File: src/rtl/id_issue_pkg.sv
// Shared decode constants for the ID/issue stage: MIPS opcode/funct fields,
// ALU operation and result-class codes, and the decoder's internal instruction classes.
package id_issue_pkg;

  localparam logic RST_ENABLE = 1'b1;

  localparam logic [5:0] OP_SPECIAL = 6'h00;
  localparam logic [5:0] OP_ADDIU   = 6'h09;
  localparam logic [5:0] OP_SLTI    = 6'h0A;
  localparam logic [5:0] OP_SLTIU   = 6'h0B;
  localparam logic [5:0] OP_ANDI    = 6'h0C;
  localparam logic [5:0] OP_ORI     = 6'h0D;
  localparam logic [5:0] OP_XORI    = 6'h0E;
  localparam logic [5:0] OP_LUI     = 6'h0F;
  localparam logic [5:0] OP_PREF    = 6'h33;

  localparam logic [5:0] F_SLL  = 6'h00;
  localparam logic [5:0] F_SRL  = 6'h02;
  localparam logic [5:0] F_SRA  = 6'h03;
  localparam logic [5:0] F_SLLV = 6'h04;
  localparam logic [5:0] F_SRLV = 6'h06;
  localparam logic [5:0] F_SRAV = 6'h07;
  localparam logic [5:0] F_SYNC = 6'h0F;
  localparam logic [5:0] F_ADDU = 6'h21;
  localparam logic [5:0] F_SUBU = 6'h23;
  localparam logic [5:0] F_AND  = 6'h24;
  localparam logic [5:0] F_OR   = 6'h25;
  localparam logic [5:0] F_XOR  = 6'h26;
  localparam logic [5:0] F_NOR  = 6'h27;
  localparam logic [5:0] F_SLT  = 6'h2A;
  localparam logic [5:0] F_SLTU = 6'h2B;

  localparam logic [7:0] ALU_NOP  = 8'h00;
  localparam logic [7:0] ALU_SRL  = 8'h02;
  localparam logic [7:0] ALU_SRA  = 8'h03;
  localparam logic [7:0] ALU_ADD  = 8'h21;
  localparam logic [7:0] ALU_SUB  = 8'h23;
  localparam logic [7:0] ALU_AND  = 8'h24;
  localparam logic [7:0] ALU_OR   = 8'h25;
  localparam logic [7:0] ALU_XOR  = 8'h26;
  localparam logic [7:0] ALU_NOR  = 8'h27;
  localparam logic [7:0] ALU_SLT  = 8'h2A;
  localparam logic [7:0] ALU_SLTU = 8'h2B;
  localparam logic [7:0] ALU_SLL  = 8'h7C;

  typedef enum logic [2:0] {
    ALU_RES_NOP   = 3'b000,
    ALU_RES_LOGIC = 3'b001,
    ALU_RES_SHIFT = 3'b010,
    ALU_RES_ARITH = 3'b100
  } alu_res_e;

  // Operand/destination layout classes the decoder maps each encoding onto.
  typedef enum logic [2:0] {
    K_RSVD, K_NOP, K_R3, K_SHV, K_SHI, K_IMM, K_LUI
  } dec_kind_e;

  function automatic logic [31:0] ext_imm16(input logic [15:0] imm, input logic sext);
    return sext ? {{16{imm[15]}}, imm} : {16'b0, imm};
  endfunction

endpackage

File: src/rtl/id_issue_fwd_sel.sv
// Priority forwarding mux for one register-read port: the lowest-index
// (youngest) matching source wins; $0 and disabled reads always give zero.
module id_issue_fwd_sel #(
  parameter int DATA_W = 32,
  parameter int REG_AW = 5,
  parameter int FWD_N  = 2
) (
  input  logic                     re_i,
  input  logic [REG_AW-1:0]        raddr_i,
  input  logic [DATA_W-1:0]        rf_data_i,
  input  logic [FWD_N-1:0]         fwd_we_i,
  input  logic [FWD_N*REG_AW-1:0]  fwd_waddr_i,
  input  logic [FWD_N*DATA_W-1:0]  fwd_wdata_i,
  input  logic [FWD_N-1:0]         fwd_pending_i,
  output logic [DATA_W-1:0]        data_o,
  output logic                     pend_o
);

  always_comb begin
    data_o = rf_data_i;
    pend_o = 1'b0;
    if (!re_i || raddr_i == '0) begin
      data_o = '0;
    end else begin
      // Walk oldest to youngest so the youngest match overwrites.
      for (int i = FWD_N - 1; i >= 0; i--) begin
        if (fwd_we_i[i] && fwd_waddr_i[i*REG_AW +: REG_AW] == raddr_i) begin
          data_o = fwd_wdata_i[i*DATA_W +: DATA_W];
          pend_o = fwd_pending_i[i];
        end
      end
    end
  end

endmodule

File: src/rtl/id_issue.sv
// Decode/issue stage: decodes one instruction, resolves operands through the
// forwarding network, raises load-use stalls and registers the ID/EX boundary.
module id_issue
  import id_issue_pkg::*;
#(
  parameter int DATA_W   = 32,
  parameter int REG_AW   = 5,
  parameter int FWD_N    = 2,
  parameter int ALUOP_W  = 8,
  parameter int ALUSEL_W = 3
) (
  input  logic                     clk,
  input  logic                     rst,
  input  logic [31:0]              pc_i,
  input  logic [31:0]              inst_i,
  input  logic                     inst_valid_i,
  output logic                     reg1_read_o,
  output logic                     reg2_read_o,
  output logic [REG_AW-1:0]        reg1_addr_o,
  output logic [REG_AW-1:0]        reg2_addr_o,
  input  logic [DATA_W-1:0]        reg1_data_i,
  input  logic [DATA_W-1:0]        reg2_data_i,
  input  logic [FWD_N-1:0]         fwd_we_i,
  input  logic [FWD_N*REG_AW-1:0]  fwd_waddr_i,
  input  logic [FWD_N*DATA_W-1:0]  fwd_wdata_i,
  input  logic [FWD_N-1:0]         fwd_pending_i,
  input  logic                     stall_i,
  input  logic                     flush_i,
  output logic                     stallreq_o,
  output logic                     ex_valid_o,
  output logic                     ex_wreg_o,
  output logic [REG_AW-1:0]        ex_waddr_o,
  output logic [ALUOP_W-1:0]       ex_aluop_o,
  output logic [ALUSEL_W-1:0]      ex_alusel_o,
  output logic [DATA_W-1:0]        ex_reg1_o,
  output logic [DATA_W-1:0]        ex_reg2_o,
  output logic [31:0]              ex_pc_o,
  output logic                     ex_rsvd_o
);

  typedef struct packed {
    logic                valid;
    logic                wreg;
    logic [REG_AW-1:0]   waddr;
    logic [ALUOP_W-1:0]  aluop;
    logic [ALUSEL_W-1:0] alusel;
    logic [DATA_W-1:0]   reg1;
    logic [DATA_W-1:0]   reg2;
    logic [31:0]         pc;
    logic                rsvd;
  } idex_t;

  logic [5:0]  opcode, funct;
  logic [4:0]  rs, rt, rd, shamt;
  dec_kind_e   kind;
  alu_res_e    sel;
  logic [7:0]  aluop;
  logic [31:0] imm32;
  logic        wreg;
  logic [4:0]  waddr;
  logic        r1_re, r2_re;
  logic [4:0]  r1_addr, r2_addr;

  assign opcode = inst_i[31:26];
  assign rs     = inst_i[25:21];
  assign rt     = inst_i[20:16];
  assign rd     = inst_i[15:11];
  assign shamt  = inst_i[10:6];
  assign funct  = inst_i[5:0];

  always_comb begin
    kind  = K_RSVD;
    sel   = ALU_RES_NOP;
    aluop = ALU_NOP;
    imm32 = '0;
    if (inst_i == '0) begin
      kind = K_NOP;
    end else begin
      case (opcode)
        OP_SPECIAL: begin
          case (funct)
            F_AND:  begin kind = K_R3;  aluop = ALU_AND;  sel = ALU_RES_LOGIC; end
            F_OR:   begin kind = K_R3;  aluop = ALU_OR;   sel = ALU_RES_LOGIC; end
            F_XOR:  begin kind = K_R3;  aluop = ALU_XOR;  sel = ALU_RES_LOGIC; end
            F_NOR:  begin kind = K_R3;  aluop = ALU_NOR;  sel = ALU_RES_LOGIC; end
            F_ADDU: begin kind = K_R3;  aluop = ALU_ADD;  sel = ALU_RES_ARITH; end
            F_SUBU: begin kind = K_R3;  aluop = ALU_SUB;  sel = ALU_RES_ARITH; end
            F_SLT:  begin kind = K_R3;  aluop = ALU_SLT;  sel = ALU_RES_ARITH; end
            F_SLTU: begin kind = K_R3;  aluop = ALU_SLTU; sel = ALU_RES_ARITH; end
            F_SLLV: begin kind = K_SHV; aluop = ALU_SLL;  sel = ALU_RES_SHIFT; end
            F_SRLV: begin kind = K_SHV; aluop = ALU_SRL;  sel = ALU_RES_SHIFT; end
            F_SRAV: begin kind = K_SHV; aluop = ALU_SRA;  sel = ALU_RES_SHIFT; end
            F_SLL:  begin kind = K_SHI; aluop = ALU_SLL;  sel = ALU_RES_SHIFT; end
            F_SRL:  begin kind = K_SHI; aluop = ALU_SRL;  sel = ALU_RES_SHIFT; end
            F_SRA:  begin kind = K_SHI; aluop = ALU_SRA;  sel = ALU_RES_SHIFT; end
            F_SYNC: kind = K_NOP;
            default: kind = K_RSVD;
          endcase
        end
        OP_ANDI:  begin kind = K_IMM; aluop = ALU_AND;  sel = ALU_RES_LOGIC; imm32 = ext_imm16(inst_i[15:0], 1'b0); end
        OP_ORI:   begin kind = K_IMM; aluop = ALU_OR;   sel = ALU_RES_LOGIC; imm32 = ext_imm16(inst_i[15:0], 1'b0); end
        OP_XORI:  begin kind = K_IMM; aluop = ALU_XOR;  sel = ALU_RES_LOGIC; imm32 = ext_imm16(inst_i[15:0], 1'b0); end
        OP_ADDIU: begin kind = K_IMM; aluop = ALU_ADD;  sel = ALU_RES_ARITH; imm32 = ext_imm16(inst_i[15:0], 1'b1); end
        OP_SLTI:  begin kind = K_IMM; aluop = ALU_SLT;  sel = ALU_RES_ARITH; imm32 = ext_imm16(inst_i[15:0], 1'b1); end
        OP_SLTIU: begin kind = K_IMM; aluop = ALU_SLTU; sel = ALU_RES_ARITH; imm32 = ext_imm16(inst_i[15:0], 1'b1); end
        OP_LUI:   begin kind = K_LUI; aluop = ALU_OR;   sel = ALU_RES_LOGIC; imm32 = {inst_i[15:0], 16'b0}; end
        OP_PREF:  kind = K_NOP;
        default:  kind = K_RSVD;
      endcase
    end

    // Unused fields must be zero; a nonzero shamt/rs makes the word reserved.
    if ((kind == K_R3 || kind == K_SHV) && shamt != 5'd0) kind = K_RSVD;
    if (kind == K_SHI && rs != 5'd0) kind = K_RSVD;
    if (kind == K_RSVD || kind == K_NOP) begin
      aluop = ALU_NOP;
      sel   = ALU_RES_NOP;
    end

    r1_re = 1'b0; r1_addr = '0;
    r2_re = 1'b0; r2_addr = '0;
    wreg  = 1'b0; waddr   = '0;
    case (kind)
      K_R3:  begin r1_re = 1'b1; r1_addr = rs; r2_re = 1'b1; r2_addr = rt; wreg = 1'b1; waddr = rd; end
      K_SHV: begin r1_re = 1'b1; r1_addr = rt; r2_re = 1'b1; r2_addr = rs; wreg = 1'b1; waddr = rd; end
      K_SHI: begin r1_re = 1'b1; r1_addr = rt; imm32 = {27'b0, shamt}; wreg = 1'b1; waddr = rd; end
      K_IMM: begin r1_re = 1'b1; r1_addr = rs; wreg = 1'b1; waddr = rt; end
      K_LUI: begin wreg = 1'b1; waddr = rt; end
      default: ;
    endcase
  end

  assign reg1_read_o = r1_re;
  assign reg2_read_o = r2_re;
  assign reg1_addr_o = REG_AW'(r1_addr);
  assign reg2_addr_o = REG_AW'(r2_addr);

  logic [DATA_W-1:0] fwd1_data, fwd2_data;
  logic              pend1, pend2;

  id_issue_fwd_sel #(.DATA_W(DATA_W), .REG_AW(REG_AW), .FWD_N(FWD_N)) u_fwd_sel1 (
    .re_i(r1_re), .raddr_i(reg1_addr_o), .rf_data_i(reg1_data_i),
    .fwd_we_i(fwd_we_i), .fwd_waddr_i(fwd_waddr_i), .fwd_wdata_i(fwd_wdata_i),
    .fwd_pending_i(fwd_pending_i), .data_o(fwd1_data), .pend_o(pend1)
  );

  id_issue_fwd_sel #(.DATA_W(DATA_W), .REG_AW(REG_AW), .FWD_N(FWD_N)) u_fwd_sel2 (
    .re_i(r2_re), .raddr_i(reg2_addr_o), .rf_data_i(reg2_data_i),
    .fwd_we_i(fwd_we_i), .fwd_waddr_i(fwd_waddr_i), .fwd_wdata_i(fwd_wdata_i),
    .fwd_pending_i(fwd_pending_i), .data_o(fwd2_data), .pend_o(pend2)
  );

  assign stallreq_o = inst_valid_i & (pend1 | pend2);

  // ID/EX boundary
  idex_t idex_d, idex_q;

  always_comb begin
    idex_d = idex_q;
    if (flush_i) begin
      idex_d = '0;
    end else if (!stall_i) begin
      if (stallreq_o) begin
        idex_d = '0;
      end else begin
        idex_d.valid  = inst_valid_i;
        idex_d.wreg   = wreg & inst_valid_i;
        idex_d.waddr  = REG_AW'(waddr);
        idex_d.aluop  = ALUOP_W'(aluop);
        idex_d.alusel = ALUSEL_W'(sel);
        idex_d.reg1   = fwd1_data;
        idex_d.reg2   = r2_re ? fwd2_data : DATA_W'(imm32);
        idex_d.pc     = pc_i;
        idex_d.rsvd   = (kind == K_RSVD) & inst_valid_i;
      end
    end
  end

  always_ff @(posedge clk) begin
    if (rst == RST_ENABLE) idex_q <= '0;
    else                   idex_q <= idex_d;
  end

  assign ex_valid_o  = idex_q.valid;
  assign ex_wreg_o   = idex_q.wreg;
  assign ex_waddr_o  = idex_q.waddr;
  assign ex_aluop_o  = idex_q.aluop;
  assign ex_alusel_o = idex_q.alusel;
  assign ex_reg1_o   = idex_q.reg1;
  assign ex_reg2_o   = idex_q.reg2;
  assign ex_pc_o     = idex_q.pc;
  assign ex_rsvd_o   = idex_q.rsvd;

endmodule

File: config.mk
export PLATFORM = sky130hd
export DESIGN_NAME = id_issue
export DESIGN_NICKNAME = d
export VERILOG_FILES = /design/src/rtl/id_issue_pkg.sv /design/src/rtl/id_issue_fwd_sel.sv /design/src/rtl/id_issue.sv
export SDC_FILE = /design/constraint.sdc
export NUM_CORES = 1
export LEC_CHECK = 0
export ABC_AREA = 0
export CORE_MARGIN = 2
export CORE_UTILIZATION = 38
export DETAILED_ROUTE_END_ITERATION = 8
export PLACE_DENSITY = 0.9
export SLEW_MARGIN = 20
export SYNTH_ARGS = -nofsm -noshare
export SYNTH_HDL_FRONTEND = slang
export SYNTH_SLANG_ARGS = --single-unit
File: constraint.sdc
create_clock -name clk -period 4.1 [get_ports clk]
set_input_delay 0.41 -clock clk [delete_from_list [all_inputs] [get_ports clk]]
set_output_delay 0.41 -clock clk [all_outputs]
set_load 0.02 [all_outputs]
Word level (Yosys, flattened, before mapping)
Cells that the tools add are included.

Output and inout port bits: 128. Bits in registers: 115. Logic and storage cells: 126. Input bits: 211.

Reductions and logical operators: 42. Multiplexer cells: 36. Equality and inequality tests: 35. Bitwise logic cells: 4.

Operators with widths (count): $mux W32 (9); $mux W115 (1); $pmux W32 S3 (1); $pmux W7 S11 (1); $eq A6 B6 Y1 const B (9); $pmux W7 S7 (1); $eq A6 B4 Y1 const B (8); $logic_not A32 Y1 (1); $pmux W5 S2 (3); $pmux W3 S4 (2); $eq A5 B5 Y1 (4); $eq A6 B3 Y1 const B (3); $pmux W3 S3 (2); $reduce_or A2 Y1 (9); $reduce_or A4 Y1 (4); $mux W3 (5); $reduce_or A3 Y1 (5); $eq A3 B2 Y1 const B (4); $eq A3 B3 Y1 const B (4); $eq A6 B2 Y1 const B (2); $logic_not A6 Y1 (2); $reduce_or A6 Y1 (2); $logic_not A5 Y1 (2); $reduce_bool A5 Y1 (2); 12 further kinds (31).

Longest topological paths before layout
Gate-level depths: netlist (run 1).

Depth in word-level cells: 23. Mapped depth: 17. Mapped depth without buffers: 11.

Cells and area by module
From an unflattened synthesis (run 1), not the netlist that was laid out.

Cell total of the unflattened synthesis: 1056. Area total of the unflattened synthesis: 7866.3 um^2.

Modules (own cells, without submodules): id_issue (cells an instance 700, instances 1, area each 5271.3 um^2, seq. area each 2262.2 um^2); id_issue_fwd_sel (cells an instance 178, instances 2, area each 1297.5 um^2, seq. area each 0.0 um^2).

Least setup slack after synthesis (run 1)
No wires, ideal clock.

Path kind: input-to-reg. Start point: input port inst_i[18]. End point: register idex_q (netlist bit ex_pc_o[31]). Setup time: 0.117 ns. Path slack: -0.127 ns. Path buffers: 6. Data required time: 3.983 ns. Data arrival time: 4.110 ns. Stages on the path: 17. Cells stage by stage: buf_2 > or4_1 > or3_4 > or4_1 > buf_2 > nand3_2 > buf_4 > mux2_2 > o32ai_1 > o22ai_1 > nor4_2 > mux2i_1 > o31a_1 > buf_6 > buf_6 > buf_6 > a22o_1.

Word-level cells in the longest chain between the ends: 20. Elaborated cells on any way between the ends: 45. Classes of those cells: eq/ne (11); mux (14); bitwise (2); reduce/logical (18).

RTL lines: start: declaration (line id_issue.sv:15) `input logic [31:0] inst_i,`; $logic_not A32 Y1 (line id_issue.sv:76) `if (inst_i == '0) begin`; $mux W3 (line id_issue.sv:76); $eq A3 B2 Y1 (line id_issue.sv:113) `if ((kind == K_R3 || kind == K_SHV) && shamt != 5'd0) kind = K_RSVD;`; $logic_or A1 B1 Y1 (line id_issue.sv:113); $logic_and A1 B1 Y1 (line id_issue.sv:113); $mux W3 (line id_issue.sv:113); $eq A3 B3 Y1 (line id_issue.sv:114) `if (kind == K_SHI && rs != 5'd0) kind = K_RSVD;`; $logic_and A1 B1 Y1 (line id_issue.sv:114); [... 3 more ...]; $pmux W5 S2 (line id_issue.sv:123) `case (kind)`; $eq A5 B5 Y1 (line id_issue_fwd_sel.sv:27) `if (fwd_we_i[i] && fwd_waddr_i[i*REG_AW +: REG_AW] == raddr_i) begin`; $logic_and A1 B1 Y1 (line id_issue_fwd_sel.sv:27); $mux W1 (2 in series) (line id_issue_fwd_sel.sv:27); $mux W1 (line id_issue_fwd_sel.sv:22) `if (!re_i || raddr_i == '0) begin`; $or A1 B1 Y1 (*) (line id_issue.sv:153) `assign stallreq_o = inst_valid_i & (pend1 | pend2);`; $and A1 B1 Y1 (*) (line id_issue.sv:153); $mux W115 (*) (line id_issue.sv:163) `if (stallreq_o) begin`; end signal: assignment (line id_issue.sv:181) `else idex_q <= idex_d;`; end: declaration (line id_issue.sv:156) `idex_t idex_d, idex_q;`.

Every way passes the cells marked *; elsewhere a longest branch is shown, timed or not. A chain may end at the register's enable or synchronous reset.

Worst setup path in the final report (run 1)
Start point: input port inst_i[13]. End point: output port stallreq_o.

Word-level cells in the longest chain between the ends: 19. Elaborated cells on any way between the ends: 44. Classes of those cells: eq/ne (11); mux (13); bitwise (2); reduce/logical (18).

RTL lines: $logic_not A32 Y1 (*) (line id_issue.sv:76); $mux W3 (*) (line id_issue.sv:76); $eq A3 B2 Y1 (line id_issue.sv:113); $logic_or A1 B1 Y1 (line id_issue.sv:113); $logic_and A1 B1 Y1 (line id_issue.sv:113); $mux W3 (*) (line id_issue.sv:113); $eq A3 B3 Y1 (line id_issue.sv:114); $logic_and A1 B1 Y1 (line id_issue.sv:114); [... 2 more ...]; $reduce_or A2 Y1 (no line); $pmux W5 S2 (line id_issue.sv:123); $eq A5 B5 Y1 (line id_issue_fwd_sel.sv:27); $logic_and A1 B1 Y1 (line id_issue_fwd_sel.sv:27); $mux W1 (2 in series) (line id_issue_fwd_sel.sv:27); $mux W1 (line id_issue_fwd_sel.sv:22); $or A1 B1 Y1 (*) (line id_issue.sv:153); $and A1 B1 Y1 (*) (line id_issue.sv:153); end: declaration (line id_issue.sv:29) `output logic stallreq_o,`.

Marked as above.

==> impl_table.tex, run 1 <==
\begin{tabular}{lr}
\hline
Metric & Value \\
\hline
\multicolumn{2}{l}{\textbf{Logic synthesis}} \\
\quad Warnings from Yosys & 0 \\
\quad Post-synthesis net count & around 1100 \\
\quad Commonest register cell after synthesis & sky130\_fd\_sc\_hd\_\_dfxtp\_1 \\
\quad Asr flop ratio synth & 0\% \\
\quad Area of the mapped netlist & 7020 um2 \\
\quad Largest cells by area after synthesis & sky130\_fd\_sc\_hd\_\_dfxtp\_1 (32\%), sky130\_fd\_sc\_hd\_\_a22o\_1 (10\%), sky130\_fd\_sc\_hd\_\_o21ai\_0 (8.1\%) \\
\quad Register bit total from synthesis & 113 \\
\quad Library cell with the largest summed area after synthesis & sky130\_fd\_sc\_hd\_\_dfxtp\_1 \\
\quad Commonest cells in the synthesized netlist & sky130\_fd\_sc\_hd\_\_dfxtp\_1 (113), sky130\_fd\_sc\_hd\_\_o21ai\_0 (113), sky130\_fd\_sc\_hd\_\_a22o\_1 (82) \\
\quad EDFF count, synth & 0 \\
\quad Post-synth cell types & 71 \\
\quad Yosys top cell area share & 32.2\% \\
\quad Share of the yosys chip area belonging to registers & approximately a third \\
\quad Synth Area per Inst & approximately 8 um2 \\
\quad Post-synthesis instance total & 854 \\
\multicolumn{2}{l}{\textbf{Pwr}} \\
\quad Peak supply drop & 0.000353 V \\
\quad Leakage power of the design & 5.25 nW \\
\quad Total chip power & 3.27 mW \\
\quad Power per unit of standard cell area & 265 nW/um2 \\
\multicolumn{2}{l}{\textbf{Worst setup path}} \\
\quad Kind of end point of the critical path & output pin \\
\quad CP arrival & 3710 ps \\
\quad Highest fanout seen on the critical path & 7 \\
\quad CP Launch Type & primary input \\
\quad Worst-path cell chain & buf\_6 -> or4\_4 -> or3\_4 -> or4\_4 -> nand3\_4 -> mux2i\_4 -> buf\_6 -> a221oi\_1 -> o22ai\_1 -> nand4bb\_1 -> mux2i\_1 -> o21a\_1 -> nor2\_1 -> buf\_4 \\
\quad R2R Path Start & ex\_aluop\_o[5]\$\_SDFFE\_PP0N\_ \\
\quad Critical path class & primary input to output pin \\
\quad Slowest stage delay, CP & approximately 530 ps \\
\quad Slowest stage cell, crit path & sky130\_fd\_sc\_hd\_\_or4\_4 \\
\quad Worst Setup SP & inst\_i[13] \\
\quad Req. time, crit path & 3690 ps \\
\multicolumn{2}{l}{\textbf{Routing}} \\
\quad Remaining antenna violation count & 0 \\
\quad Post-detailed-route wirelength per cell & 21.7 um \\
\quad Drt total wl & 33100 um \\
\quad Detail-routed via count per cell & a little under 6 \\
\quad Detailed-router iteration count before antenna repair & 5 \\
\quad DRC marker count from the first detailed-route iteration & 757 \\
\quad Remaining design rule violation count & 0 \\
\quad Via count & 8852 \\
\multicolumn{2}{l}{\textbf{Clock network}} \\
\quad Number of buffers inserted for hold repair after clock tree synthesis & 0 \\
\quad Total number of H-tree levels & 4 \\
\quad Inserted Clock Buffers & 17 \\
\quad Maximum count of clock buffers along a single path & 2 \\
\quad Clk Tree Root Cell & sky130\_fd\_sc\_hd\_\_clkbuf\_16 \\
\quad Clock slew at reported path FFs & 60 ps \\
\quad Clock tree from TritonCTS & yes \\
\quad CTS sink cnt & 113 \\
\quad Clock network latency to the later pin of the worst-skew pair & 420 ps \\
\multicolumn{2}{l}{\textbf{Timing}} \\
\quad Max Clock Skew & 0 ps \\
\quad Max Fclk & between 200 and 250 MHz \\
\quad Max-slew headroom at the worst pin & 63.4\% \\
\quad Final worst-path setup slack & -24.3 ps \\
\quad Unrepaired setup endpoints after global routing & true \\
\quad Setup-violating endpoint count in the final report & 2 \\
\quad Shortest clock period the worst path allows after layout & just over 4000 ps \\
\quad Total count of max-transition violations in the final report & 0 \\
\quad Count of final hold-check violations & 0 \\
\quad Final cycle utilization of the critical path & 101\% \\
\quad Least-Margin Pin Slew & 544 ps \\
\multicolumn{2}{l}{\textbf{Global route}} \\
\quad Congestion Overflow GR & 0 \\
\quad Total Routing Usage GR & 32.7\% \\
\quad Wire length of the first global-routing pass & 49900 um \\
\quad Pin count of the biggest net entering global routing & around 110 \\
\quad Vias in the first global route & 9004 \\
\quad Initial antenna violation count & 2 \\
\multicolumn{2}{l}{\textbf{Min path}} \\
\quad Worst hold path class & flip-flop to flip-flop \\
\quad Source of the worst hold timing path & ex\_valid\_o\$\_SDFFE\_PP0N\_ \\
\multicolumn{2}{l}{\textbf{Cells and area}} \\
\quad Layout overhead on the synthesized area & 76.0\% \\
\quad Number of nets in the finished design & 1492 \\
\quad Fraction of layout cells with a size suffix above 1 & 21.3\% \\
\quad Final-layout fill cell count & 1391 \\
\multicolumn{2}{l}{\textbf{Place}} \\
\quad Post-placement setup slack & -1040 ps \\
\quad Final weighted congestion in routability-driven placement & 1.01 \\
\quad Detailed placer's ending HPWL & 24800 um \\
\quad Count of buffers inserted at the top-level ports & 337 \\
\multicolumn{2}{l}{\textbf{Floorplanning}} \\
\quad Effective utilization at floorplan & approximately two fifths \\
\quad Die height & 140 um \\
\quad Chip width & 140 um \\
\quad Placeable core region & between 15000 and 20000 um2 \\
\quad Rows & 49 \\
\quad \# IOs & 339 \\
\quad Area of the die & slightly below 20000 um2 \\
\multicolumn{2}{l}{\textbf{Run}} \\
\quad Total of max-cap violations & 0 \\
\multicolumn{2}{l}{\textbf{Run status}} \\
\quad Violations in the final reports & setup timing \\
\quad Result of the run & complete, but fails checks \\
\hline
\end{tabular}
power breakdown:
| group | switching (mW) | internal [mW] |
|---|---|---|
| clock network | 0.619 | 0.849 |
| registers | 0.0115 | 1.12 |
| logic | 0.301 | 0.375 |
| total | 0.931 | 2.34 |
state kept, by name, indices dropped and copies added, names as in the netlist:
register and cells:
ex_alusel_o 3, ex_waddr_o 5, ex_rsvd_o 1, ex_reg2_o 32, ex_valid_o 1, ex_pc_o 32, ex_aluop_o 6, ex_wreg_o 1
ex_reg1_o 32
per-layer routing:
layer  vias to the layer above  wire length, um  global-route usage, %
met3                       107             2870                   9.50
met5                         -               13                      0
met4                         2             1370                   14.7
li1                       4043                -                      -
met2                       509            16300                   56.7
met1                      4191            12500                   37.3
path summary, 6_finish.rpt:
check | depth (start not counted) | endpoint | slack [ps]
max | 14 | stallreq_o | -20
min reg2reg | 2 | ex_valid_o$_SDFFE_PP0N_ | 440
max reg2reg | 1 | ex_aluop_o[5]$_SDFFE_PP0N_ | 3410
min | 2 | ex_valid_o$_SDFFE_PP0N_ | 440
layout make-up:
type / instances / area [um2] / share of cell area [%]
diodes: 1 / 2.50 / 0.0202
clock buffers: 17 / 425 / 3.44
clock inverters: 15 / 148 / 1.19
inverters: 49 / 184 / 1.49
multi-input cells: 614 / 4490 / 36.3
flip-flops and latches: 113 / 2260 / 18.3
well taps: 229 / 287 / 2.32
repair buffers: 486 / 4560 / 36.9
critical path: cells and delay by family:
| family | cells | cell delay (ps) |
|---|---|---|
| buffers and inverters | 3 | 400 |
| muxes | 2 | 610 |
| AOI/OAI and AO/OA | 3 | 440 |
| and+or+nand+nor | 6 | 1840 |
cell usage in the layout, fill, tap and decap left out, types with 9 or more instances in the layout:
cell type	instances
sky130_fd_sc_hd__clkdlybuf4s50_1	316
sky130_fd_sc_hd__dfxtp_1	113
sky130_fd_sc_hd__buf_4	138
sky130_fd_sc_hd__a32o_1	9
sky130_fd_sc_hd__mux2_2	33
sky130_fd_sc_hd__o21ai_1	20
sky130_fd_sc_hd__clkbuf_16	17
sky130_fd_sc_hd__a21oi_1	28
sky130_fd_sc_hd__inv_1	49
sky130_fd_sc_hd__mux2i_1	35
sky130_fd_sc_hd__nand2_1	79
sky130_fd_sc_hd__o211a_1	32
sky130_fd_sc_hd__o21ai_0	113
sky130_fd_sc_hd__buf_6	10
sky130_fd_sc_hd__nor2_1	20
sky130_fd_sc_hd__a22o_1	82
repair_timing:
| item | in CTS | in global routing |
|---|---|---|
| pin swaps | 15 | 18 |
| setup endpoints to repair | 118 | 111 |
| resized for setup | 69 | 25 |
| setup buffers | 9 | 4 |
through the flow:
step	std cells	hold slack [ps]	cell area (um2)	utilization (%)	TNS (ps)
3_3_place_gp	1478	428	11500	63.8	-86780
5_1_grt	1524	463	12400	68.6	-371
3_5_place_dp	1478	437	11500	63.8	-87630
4_1_cts	1519	445	12200	67.9	-45.3
2_1_floorplan	854	487	7090	-	-20.1
6_report	1524	445	12400	68.6	-25.4
cells by family after synthesis:
logic type | count (synthesis) | synth area share [%]
other | 1 | 0.0534
buffers and inverters | 127 | 7.66
AOI/OAI and AO/OA | 357 | 35.6
muxes | 71 | 10.7
and+or+nand+nor | 179 | 13.0
DFF | 113 | 32.2
xor gates and xnor gates | 6 | 0.748
(Power assumes the default switching activity.)
==> inputs of run 2 (changes only) <==
CORE_AREA = 2 2 132 134   (was unset)
CORE_MARGIN = unset   (was 2)
CORE_UTILIZATION = unset   (was 38)
DIE_AREA = 0 0 134 136   (was unset)
DONT_BUFFER_PORTS = 1   (was unset)
PLACE_DENSITY = 0.69   (was 0.9)
==> run 2 against run 1 <==
  * The flow now finishes without violations
  * First-iteration DRC count decreased by 14%
  * Flip-flop and latch count unchanged
  * Count of clock-buffer cells in the layout unchanged
  * Worst setup slack improved by 80 ps
  * Clock power increased by 3%
  * Die area decreased by 6.9%
  * Largest power group unchanged
==> impl_table.tex, run 2 (synthesis gave the netlist of run 1 again) <==
\begin{tabular}{lr}
\hline
Metric & Value \\
\hline
\multicolumn{2}{l}{\textbf{Timing}} \\
\quad Count of final hold-check violations & 0 (unchanged) \\
\quad Shortest clock period the worst path allows after layout & 4040 ps (-80.5 ps) \\
\quad Max Clock Skew & 0 ps (unchanged) \\
\quad Setup-violating endpoint count in the final report & 0 (-2) \\
\quad Max Fclk & 247 MHz (+2.0\%) \\
\quad Max-slew headroom at the worst pin & 36.2\% (-27 points) \\
\quad Least-Margin Pin Slew & 957 ps (+413 ps) \\
\quad Hold\_ws & 71.8 ps (-373 ps) \\
\quad Final cycle utilization of the critical path & 98.6\% (-2.0 points) \\
\quad Total count of max-transition violations in the final report & 0 (unchanged) \\
\multicolumn{2}{l}{\textbf{Worst setup path}} \\
\quad R2R Path Start & ex\_aluop\_o[4]\$\_SDFFE\_PP0N\_ \\
\quad CP Launch Type & primary input \\
\quad Kind of end point of the critical path & output pin \\
\quad Req. time, crit path & 3690 ps (about the same) \\
\quad Highest fanout seen on the critical path & 7 (unchanged) \\
\quad CP arrival & 3630 ps (-80 ps) \\
\quad Worst Setup SP & inst\_i[14] \\
\quad Critical path class & primary input to output pin \\
\multicolumn{2}{l}{\textbf{Routing}} \\
\quad Drt total wl & 27600 um (-17\%) \\
\quad Detailed-router iteration count before antenna repair & 7 (+2) \\
\quad Remaining antenna violation count & 0 (unchanged) \\
\quad Post-detailed-route wirelength per cell & 24.8 um (+14\%) \\
\quad Remaining design rule violation count & 0 (unchanged) \\
\quad Detail-routed via count per cell & 6.37 (+9.7\%) \\
\quad DRC marker count from the first detailed-route iteration & 650 (-14\%) \\
\quad Via count & 7097 (-20\%) \\
\multicolumn{2}{l}{\textbf{Floorplanning}} \\
\quad Placeable core region & 16900 um2 (-6.4\%) \\
\quad Area of the die & 18200 um2 (-6.9\%) \\
\quad Chip width & 134 um (-4.2\%) \\
\quad Die height & 136 um (-2.8\%) \\
\quad Effective utilization at floorplan & 41.6\% (+2.7 points) \\
\quad Rows & 48 (-2.0\%) \\
\quad \# IOs & 339 (unchanged) \\
\multicolumn{2}{l}{\textbf{Clock network}} \\
\quad Clk Tree Root Cell & sky130\_fd\_sc\_hd\_\_clkbuf\_16 \\
\quad Maximum count of clock buffers along a single path & 2 (unchanged) \\
\quad Clock network latency to the later pin of the worst-skew pair & 400 ps (-20 ps) \\
\quad Inserted Clock Buffers & 17 (unchanged) \\
\quad Total number of H-tree levels & 4 (unchanged) \\
\quad Clock slew at reported path FFs & 60 ps (about the same) \\
\quad Clock tree from TritonCTS & yes \\
\quad CTS sink cnt & 113 (unchanged) \\
\multicolumn{2}{l}{\textbf{Place}} \\
\quad Cell count after placement & 1071 (-28\%) \\
\quad Detailed placer's ending HPWL & 20600 um (-17\%) \\
\quad Count of buffers inserted at the top-level ports & 0 (-100\%) \\
\quad Final weighted congestion in routability-driven placement & 0.978 (-2.9\%) \\
\multicolumn{2}{l}{\textbf{Run status}} \\
\quad Result of the run & complete, no violations \\
\multicolumn{2}{l}{\textbf{Pwr}} \\
\quad Clock power share & 51.1\% (+6.3 points) \\
\quad Sw Share & 28.3\% (-0.11 points) \\
\quad Leakage power of the design & 3.62 nW (-31\%) \\
\quad Internal power of the cells & 2.12 mW (-9.5\%) \\
\quad Proportion of power drawn by flip-flops and latches & 39.2\% (+4.7 points) \\
\quad Power per unit of standard cell area & 349 nW/um2 (+32\%) \\
\quad Share of power burned in combinational logic & 9.7\% (-11 points) \\
\quad Peak supply drop & 0.000257 V (-27\%) \\
\quad Total chip power & 2.96 mW (-9.6\%) \\
\quad Switching power & 0.838 mW (-10\%) \\
\multicolumn{2}{l}{\textbf{Cells and area}} \\
\quad Layout overhead on the synthesized area & 20.7\% \\
\quad Number of nets in the finished design & 1084 (-27\%) \\
\quad Most frequent cells in the layout & sky130\_fd\_sc\_hd\_\_o21ai\_0 (113), sky130\_fd\_sc\_hd\_\_dfxtp\_1 (113), sky130\_fd\_sc\_hd\_\_a22o\_1 (82) \\
\quad Fraction of layout cells with a size suffix above 1 & 21.3\% (about the same) \\
\quad Final std cells w/o fill & 1114 (-27\%) \\
\multicolumn{2}{l}{\textbf{Run}} \\
\quad Total of max-cap violations & 0 (unchanged) \\
\multicolumn{2}{l}{\textbf{Global route}} \\
\quad Pin count of the biggest net entering global routing & 92 (-17\%) \\
\quad Total Routing Usage GR & 28.7\% (-4.0 points) \\
\quad Congestion Overflow GR & 0 (unchanged) \\
\quad Initial antenna violation count & 3 (+1) \\
\quad Wire length of the first global-routing pass & 40100 um (-20\%) \\
\quad Vias in the first global route & 6783 (-25\%) \\
\multicolumn{2}{l}{\textbf{Min path}} \\
\quad Worst hold path class & primary input to flip-flop \\
\quad Source of the worst hold timing path & rst \\
\hline
\end{tabular}
## run 2: final timing paths
| check | cells after the start | slack, ps | end |
|---|---|---|---|
| worst min register to register | 2 | 550 | ex_reg1_o[8]$_SDFFE_PP0N_ |
| worst min-delay path | 1 | 70 | ex_rsvd_o$_SDFFE_PP0N_ |
| worst max register to register | 1 | 3220 | ex_aluop_o[4]$_SDFFE_PP0N_ |
| worst max-delay path | 13 | 60 | stallreq_o |
## run 2: final cells by class
class / count / area, um2
clock inverters: 15 / 166
inverters: 49 / 184
well taps: 225 / 282
multi-input cells: 614 / 4430
diodes: 3 / 7.51
repair buffers: 78 / 717
fillers: 1656 / 8400
clock buffers: 17 / 425
flip-flops and latches: 113 / 2260
## run 2: power by group through the flow
stage | sequential, mW | clock [mW] | combinational (mW)
6_report | 1.16 | 1.51 | 0.287
5_1_grt | 1.16 | 1.60 | 0.312
4_1_cts | 1.16 | 1.54 | 0.273
3_5_place_dp | 1.18 | 0 | 0.270
3_3_place_gp | 1.18 | 0 | 0.267
2_1_floorplan | 1.18 | 0 | 0.212
## run 2: critical path, stage by stage
cell and delay, ps:
sky130_fd_sc_hd__or4_1 500, sky130_fd_sc_hd__or3_4 400, sky130_fd_sc_hd__or4_4 510, sky130_fd_sc_hd__nand3_4 130
sky130_fd_sc_hd__buf_8 120, sky130_fd_sc_hd__mux2_4 360, sky130_fd_sc_hd__o32ai_2 140, sky130_fd_sc_hd__o22ai_2 140
sky130_fd_sc_hd__nor4_2 280, sky130_fd_sc_hd__mux2i_1 150, sky130_fd_sc_hd__o21a_1 190, sky130_fd_sc_hd__nor2_1 130
sky130_fd_sc_hd__buf_4 160
## run 2: repair_timing
action,in CTS,in global routing
hold endpoints to repair,0,0
hold buffers,0,0
pin swaps,3,5
endpoints found under the setup margin,1,79
gates resized for setup,5,24
buffers inserted,4,4
## run 2: per-layer routing
layer / part of all wire [%] / vias up / wire (um) / track usage, %
met5: 0 / - / 0 / 0
met4: 2.4 / 0 / 660 / 9.75
met3: 10 / 49 / 2870 / 8.50
met2: 48 / 438 / 13100 / 47.2
met1: 40 / 3359 / 10900 / 36.0
li1: - / 3251 / - / -
## run 2: stage by stage
stage | utilization (%) | TNS, ps | setup WS (ps) | instance area, um2
4_1_cts | 49.2 | 0 | 4.43 | 8300
2_1_floorplan | - | -20.1 | -1.00 | 7090
3_3_place_gp | 45.3 | -12910 | -186 | 7650
5_1_grt | 50.2 | -21.0 | -21.0 | 8480
6_report | 50.2 | 0 | 56.1 | 8480
3_5_place_dp | 45.3 | -22350 | -263 | 7650
==> inputs of run 3 (changes only) <==
CTS_CLUSTER_SIZE = 10   (was unset)
==> results of run 3 <==
The final DEF is identical to that of run 2; final timing and power are the same.
